--- src/rtl/issue_scoreboard.sv ---
// issue_scoreboard: in-order dual-way issue controller for the decode stage.
// Tracks registers with a pending long-latency write (loads, mul/div) and the
// occupancy of the single multiply unit, and decides per cycle which of the
// two decoded instructions may issue.
// Optional feature macro: DUAL_ISSUE_EN. When undefined, way1 never issues and
// the core runs single-issue through way0.
module issue_scoreboard #(
  parameter int MUL_LATENCY = 3,
  parameter int CNT_W       = 4
) (
  input  logic        clk,
  input  logic        rst,
  input  logic        way0Valid_i,
  input  logic [4:0]  way0Rs1Addr_i,
  input  logic [4:0]  way0Rs2Addr_i,
  input  logic        way0Rs1ReadEnable_i,
  input  logic        way0Rs2ReadEnable_i,
  input  logic [4:0]  way0RdAddr_i,
  input  logic        way0RdValid_i,
  input  logic        way0IsLoad_i,
  input  logic        way0IsMul_i,
  input  logic        way1Valid_i,
  input  logic [4:0]  way1Rs1Addr_i,
  input  logic [4:0]  way1Rs2Addr_i,
  input  logic        way1Rs1ReadEnable_i,
  input  logic        way1Rs2ReadEnable_i,
  input  logic [4:0]  way1RdAddr_i,
  input  logic        way1RdValid_i,
  input  logic        way1IsLoad_i,
  input  logic        way1IsMul_i,
  input  logic        exReady_i,
  input  logic        flush_i,
  input  logic        wb0Valid_i,
  input  logic [4:0]  wb0Addr_i,
  input  logic        wb1Valid_i,
  input  logic [4:0]  wb1Addr_i,
  output logic        way0Issue_o,
  output logic        way1Issue_o,
  output logic        idStall_o,
  output logic [31:0] busyVec_o,
  output logic        mulBusy_o
);

  // Pending-write bits; bit 0 is never set because x0 is never tracked.
  logic [31:0]      r_busy;
  logic [CNT_W-1:0] r_mul_cnt;

  logic        w_mul_busy;
  logic        w_ll0;
  logic        w_h0;
  logic        w_issue0;
  logic        w_ll1;
  logic        w_issue1;
  logic        w_mul_issue;
  logic [31:0] w_release;
  logic [31:0] w_set;

  assign w_mul_busy = (r_mul_cnt != '0);

  // Only loads and M-extension ops writing a real register are tracked;
  // ALU results are covered by forwarding.
  assign w_ll0 = way0RdValid_i & (way0IsLoad_i | way0IsMul_i) & (way0RdAddr_i != 5'd0);

  assign w_h0 = (way0Rs1ReadEnable_i & r_busy[way0Rs1Addr_i])
              | (way0Rs2ReadEnable_i & r_busy[way0Rs2Addr_i])
              | (w_ll0 & r_busy[way0RdAddr_i])
              | (way0IsMul_i & w_mul_busy);

  assign w_issue0 = way0Valid_i & exReady_i & ~flush_i & ~w_h0;

`ifdef DUAL_ISSUE_EN
  logic w_h1_own;
  logic w_h1_pair;

  assign w_ll1 = way1RdValid_i & (way1IsLoad_i | way1IsMul_i) & (way1RdAddr_i != 5'd0);

  assign w_h1_own = (way1Rs1ReadEnable_i & r_busy[way1Rs1Addr_i])
                  | (way1Rs2ReadEnable_i & r_busy[way1Rs2Addr_i])
                  | (w_ll1 & r_busy[way1RdAddr_i])
                  | (way1IsMul_i & w_mul_busy);

  // Dependencies inside the pair, plus the single multiplier and single LSU port.
  assign w_h1_pair = (way0RdValid_i & (way0RdAddr_i != 5'd0) &
                       ((way1Rs1ReadEnable_i & (way1Rs1Addr_i == way0RdAddr_i)) |
                        (way1Rs2ReadEnable_i & (way1Rs2Addr_i == way0RdAddr_i)) |
                        (way1RdValid_i & (way1RdAddr_i == way0RdAddr_i))))
                   | (way0IsMul_i & way1IsMul_i)
                   | (way0IsLoad_i & way1IsLoad_i);

  // In-order: way1 can only follow an issuing way0.
  assign w_issue1 = w_issue0 & way1Valid_i & ~w_h1_own & ~w_h1_pair;
`else
  logic w_unused_way1;

  assign w_unused_way1 = ^{way1Rs1Addr_i, way1Rs2Addr_i, way1Rs1ReadEnable_i,
                           way1Rs2ReadEnable_i, way1RdAddr_i, way1RdValid_i,
                           way1IsLoad_i, way1IsMul_i};
  assign w_ll1    = 1'b0;
  assign w_issue1 = 1'b0;
`endif

  assign w_mul_issue = (w_issue0 & way0IsMul_i) | (w_issue1 & way1IsMul_i);

  // Per-register release/set decode; x0 is never released or set.
  assign w_release[0] = 1'b0;
  assign w_set[0]     = 1'b0;
  generate
    for (genvar gi = 1; gi < 32; gi++) begin : g_reg
      assign w_release[gi] = (wb0Valid_i & (wb0Addr_i == 5'(gi)))
                           | (wb1Valid_i & (wb1Addr_i == 5'(gi)));
      assign w_set[gi]     = (w_issue0 & w_ll0 & (way0RdAddr_i == 5'(gi)))
                           | (w_issue1 & w_ll1 & (way1RdAddr_i == 5'(gi)));
    end
  endgenerate

  // Pending-write tracking: set overrides a same-cycle release (newer write).
  always_ff @(posedge clk or negedge rst) begin
    if (!rst) begin
      r_busy <= '0;
    end else if (flush_i) begin
      r_busy <= '0;
    end else begin
      r_busy <= (r_busy & ~w_release) | w_set;
    end
  end

  // Multiply occupancy: reload on a mul issue, otherwise count down to zero.
  always_ff @(posedge clk or negedge rst) begin
    if (!rst) begin
      r_mul_cnt <= '0;
    end else if (flush_i) begin
      r_mul_cnt <= '0;
    end else if (w_mul_issue) begin
      r_mul_cnt <= CNT_W'(MUL_LATENCY);
    end else if (w_mul_busy) begin
      r_mul_cnt <= r_mul_cnt - 1'b1;
    end
  end

  assign way0Issue_o = w_issue0;
  assign way1Issue_o = w_issue1;
  assign idStall_o   = (way0Valid_i & ~w_issue0) | (way1Valid_i & ~w_issue1);
  assign busyVec_o   = r_busy;
  assign mulBusy_o   = w_mul_busy;

endmodule

--- config.mk ---
export PLATFORM = sky130hd
export DESIGN_NAME = issue_scoreboard
export DESIGN_NICKNAME = d
export VERILOG_FILES = /design/src/rtl/issue_scoreboard.sv
export SDC_FILE = /design/constraint.sdc
export NUM_CORES = 1
export LEC_CHECK = 0
export BUFFER_PORTS_ARGS = -buffer_cell sky130_fd_sc_hd__buf_2
export CAP_MARGIN = 20
export CORE_ASPECT_RATIO = 0.8
export CORE_MARGIN = 5
export CORE_UTILIZATION = 50
export CTS_CLUSTER_SIZE = 20
export DETAILED_ROUTE_END_ITERATION = 12
export GPL_ROUTABILITY_DRIVEN = 0
export PLACE_DENSITY_LB_ADDON = 0.3
export REMOVE_ABC_BUFFERS = 1
export SLEW_MARGIN = 10
export SYNTH_ARGS = -nofsm -noshare
export SYNTH_HDL_FRONTEND = slang
export SYNTH_SLANG_ARGS = --single-unit
--- constraint.sdc ---
create_clock -name clk -period 3.5 [get_ports clk]
set_input_delay 0 -clock clk [delete_from_list [all_inputs] [get_ports clk]]
set_output_delay 0 -clock clk [all_outputs]
set_load 0.05 [all_outputs]
==> key figures <==
Run status
  • Run status: completed

Global routing
  • Largest net degree at the start of global routing: 41
  • Via count of the first global-routing pass: 2,846
  • GRT Total Usage: 24.72%
  • Number of antenna violations at the first check in global routing: 0
  • Wire length of the first global-routing pass: 15,210 microns
  • Overflow left after global routing: 0

Die
  • DIE AREA: 7694 sq um
  • Floorplan core area: 5881 sq um
  • Site row count: 25
  • Starting density of the core: 51.28%
  • Die height: 79.46 microns
  • Top-level port count: 94
  • Width of the chip: 96.83 microns

Synth
  • Count of mapped cells out of synthesis: 322
  • Cell types occupying the most area after synthesis: sky130_fd_sc_hd__dfrtp_1 29%, sky130_fd_sc_hd__mux4_2 15%, sky130_fd_sc_hd__nand3b_1 8.5%, sky130_fd_sc_hd__a22oi_1 5.7%, sky130_fd_sc_hd__mux2i_1 5.0%
  • Yosys synthesis warning count: 0
  • Biggest area consumer among synthesized cells: sky130_fd_sc_hd__dfrtp_1
  • Flip-flop and latch count after synthesis: 35
  • Share of the synthesized netlist area taken by xor and xnor gates: 0.2905%
  • Adder and majority cell fraction of the synthesized area: 0.4149%
  • Proportion of synthesized chip area in sequential cells: 29.05%
  • Combinational family with the most area after synthesis: simple AND/OR/NAND/NOR gates
  • Multiplexer share of the synthesized area: 21.16%
  • Count of different cell masters after synthesis: 49
  • Post-synthesis compound-gate area fraction: 17.72%
  • Area share of the largest cell type after synthesis: 29.05%
  • Async set-or-reset flop fraction in the synthesized netlist: 100.0%
  • Simple-gate area share of the yosys netlist: 25.85%
  • Per-instance average area after synthesis: 9.365 sq um
  • Number of flops mapped to enable cells by yosys: 0
  • Synth Cell Area: 3015 sq um
  • Prevailing post-synth register cell: sky130_fd_sc_hd__dfrtp_1

Power
  • Int Power: 713.5 uW
  • Worst supply voltage drop on vdd: 0.1378 mV
  • Fraction of power spent switching nets: 33.86%
  • Clk pwr share: 30.4%
  • Net switching power: 365.3 uW
  • Logic pwr share: 29.2%
  • PwrDens: 311.1 nW/um^2
  • Share of power burned in registers: 40.4%
  • Leak pwr: 1.416 nW

Finish
  • Final antenna diode count: 0
  • Final Net Count: 437
  • Core utilization of the finished layout: 58.98%
  • Area grow syn2layout: 15.02%
  • Fraction of layout cells with a size suffix above 1: 27.97%
  • Commonest cells after routing, fill and taps aside: 71 x sky130_fd_sc_hd__buf_2, 35 x sky130_fd_sc_hd__dfrtp_1, 34 x sky130_fd_sc_hd__nand3b_1
  • Most common library cell in the layout ignoring fill and taps: sky130_fd_sc_hd__buf_2
  • Number of filler instances in the final layout: 541

Clock network
  • TritonCTS clock tree: yes
  • Clock Tree Root: sky130_fd_sc_hd__clkbuf_8
  • H-tree depth: 2
  • Sinks on the clock net: 35
  • Clock Latency Late Sink: 0.29 ns
  • Clk slew on worst S/H paths: 0.07 ns
  • Clock Path Buffers: 2
  • Total CTS buffers: 5

Detailed routing
  • Pre-Repair DR Iteration Count: 6
  • Total detailed-routing wirelength: 9297 microns
  • Routed length per placed instance: 20.21 microns
  • Number of DRC markers after the initial detailed-route iteration: 366
  • DRC violations left: 0
  • Ratio of routed vias to standard cells: 6.589
  • Total via count after detailed routing: 3,031
  • Post-detailed-route count of antenna-violating nets: 0

Timing
  • Total of endpoints with negative setup slack in the final report: 0
  • Final max-slew violation count: 0
  • Hold Violations, Final: 0
  • Max-slew headroom: 27.39%
  • Total Neg Setup Slack: 0 ns
  • Maximum frequency from static timing analysis: 313.7 MHz
  • Final critical-path required period: 3.188 ns
  • Unrepaired setup endpoints after global routing: false
  • Transition time at the pin with the least slew margin: 1.087 ns
  • Final clock period utilization by the worst path: 91.07%
  • Setup skew after layout: 0.006064 ns

Job
  • Max Cap Violations: 0

Worst hold path
  • Hold WC Path Type: in2reg

Placement
  • Total of buffers placed on input and output ports: 71
  • Detailed placer's ending HPWL: 7066 microns

Critical path
  • Crit path DAT: 3.19 ns
  • CP startpoint kind: flop
  • Worst setup path class: reg2out
  • Max FO, Critical Path: 23
  • Setup crit end kind: primary output
  • Required arrival time at the worst endpoint: 3.50 ns
[routing by layer]
metal  vias up  track usage (%)  part of all wire, %
met5         -                0                    0
met2       201            39.67                   45
met4         0            4.628                  1.0
met3        15            3.668                  9.2
met1      1459            35.96                   45
li1       1356                -                    -
[critical path: stages (launching register included)]
cell	delay, ns
sky130_fd_sc_hd__dfrtp_1	0.40
sky130_fd_sc_hd__inv_1	0.06
sky130_fd_sc_hd__ha_1	0.19
sky130_fd_sc_hd__or3b_1	0.45
sky130_fd_sc_hd__a211oi_1	0.40
sky130_fd_sc_hd__o31ai_1	0.14
sky130_fd_sc_hd__a211oi_2	0.40
sky130_fd_sc_hd__nand3_4	0.28
sky130_fd_sc_hd__buf_4	0.28
sky130_fd_sc_hd__inv_1	0.05
sky130_fd_sc_hd__buf_2	0.25
[repair_timing]
action / 4_1_cts / 5_1_grt
resized for setup: 0 / 1
endpoints found under the setup margin: 0 / 1
endpoints found under the hold margin: 35 / 0
setup buffers: 0 / 0
hold buffers: 1 / 0
[final cells by class]
type                       instances  area, sq um  share of cell area, %
multi-input combinational        256         1988                  57.32
sequential                        35        875.8                  25.25
timing repair buffer              74        380.4                  10.97
tap                               81        101.3                  2.922
clock buffer                       8        100.1                  2.886
inverter                           6        22.52                 0.6493
[worst paths after layout]
path / from / endpoint / slack [ns] / cells after the start
hold / removal: way0IsMul_i / r_mul_cnt[1] / 0.04 / 3
setup / recovery: r_mul_cnt[0] / way0Issue_o / 0.31 / 10
max in group asynchronous: rst / busyVec_o[5] / 2.65 / 2
hold reg to reg: r_mul_cnt[3] / r_mul_cnt[3] / 0.57 / 2
setup reg to reg: r_mul_cnt[0] / busyVec_o[14] / 0.62 / 9
min in group asynchronous: rst / busyVec_o[30] / 0.35 / 2
[cell families (layout without fill, tap and decap cells)]
group	Yosys count	after routing
other cells	1	2
mux	38	38
buf+inv	32	88
fa+ha+maj	1	1
xor+xnor	1	1
flops	35	35
simple gates	136	136
compound gates	78	78
[flip-flops by register name, summed over array words and instances, names as in the netlist]
signal / count
busyVec_o: 31
r_mul_cnt: 4
[stage by stage]
step | power, mW | setup WS [ns] | std cells | hold slack (ns) | cell area (sq um)
after global placement | 0.7479 | 0.5422 | 451 | 0.1133 | 3351
after floorplan | 0.6424 | 0.7243 | 297 | -0.2956 | 2879
after CTS | 1.077 | 0.1351 | 460 | 0.02729 | 3461
final | 1.079 | 0.3124 | 460 | 0.03605 | 3468
after global routing | 1.137 | 0.06243 | 460 | 0.04778 | 3468
after detailed placement | 0.7537 | 0.4493 | 451 | 0.1299 | 3351
[cells in the mapped netlist, types with 2 or more instances]
master	number
sky130_fd_sc_hd__a32oi_1	9
sky130_fd_sc_hd__a21oi_1	2
sky130_fd_sc_hd__nor3_1	8
sky130_fd_sc_hd__o41ai_1	2
sky130_fd_sc_hd__mux4_2	20
sky130_fd_sc_hd__and3b_1	2
sky130_fd_sc_hd__nand3b_1	34
sky130_fd_sc_hd__nand3_1	6
sky130_fd_sc_hd__nor2b_1	6
sky130_fd_sc_hd__and3_1	3
sky130_fd_sc_hd__mux2_2	2
sky130_fd_sc_hd__a22oi_1	23
sky130_fd_sc_hd__nand4_1	7
sky130_fd_sc_hd__nand2_1	30
sky130_fd_sc_hd__o31ai_1	2
sky130_fd_sc_hd__buf_4	4
sky130_fd_sc_hd__clkbuf_1	13
sky130_fd_sc_hd__nor3b_1	10
sky130_fd_sc_hd__nand2b_1	4
sky130_fd_sc_hd__nor2_1	19
sky130_fd_sc_hd__buf_6	3
sky130_fd_sc_hd__buf_2	2
sky130_fd_sc_hd__or3_1	2
sky130_fd_sc_hd__clkbuf_2	2
sky130_fd_sc_hd__o21ai_0	28
sky130_fd_sc_hd__inv_1	6
sky130_fd_sc_hd__buf_1	2
sky130_fd_sc_hd__dfrtp_1	35
sky130_fd_sc_hd__mux2i_1	15
sky130_fd_sc_hd__o22ai_1	2
[power groups by stage]
stage | logic [mW] | registers [mW] | clock network [mW]
global route | 0.351 | 0.439 | 0.347
detailed placement | 0.309 | 0.444 | 0
floorplan | 0.199 | 0.443 | 0
finish | 0.315 | 0.436 | 0.328
CTS | 0.313 | 0.436 | 0.328
global placement | 0.305 | 0.443 | 0
(Power assumes the default switching activity.)
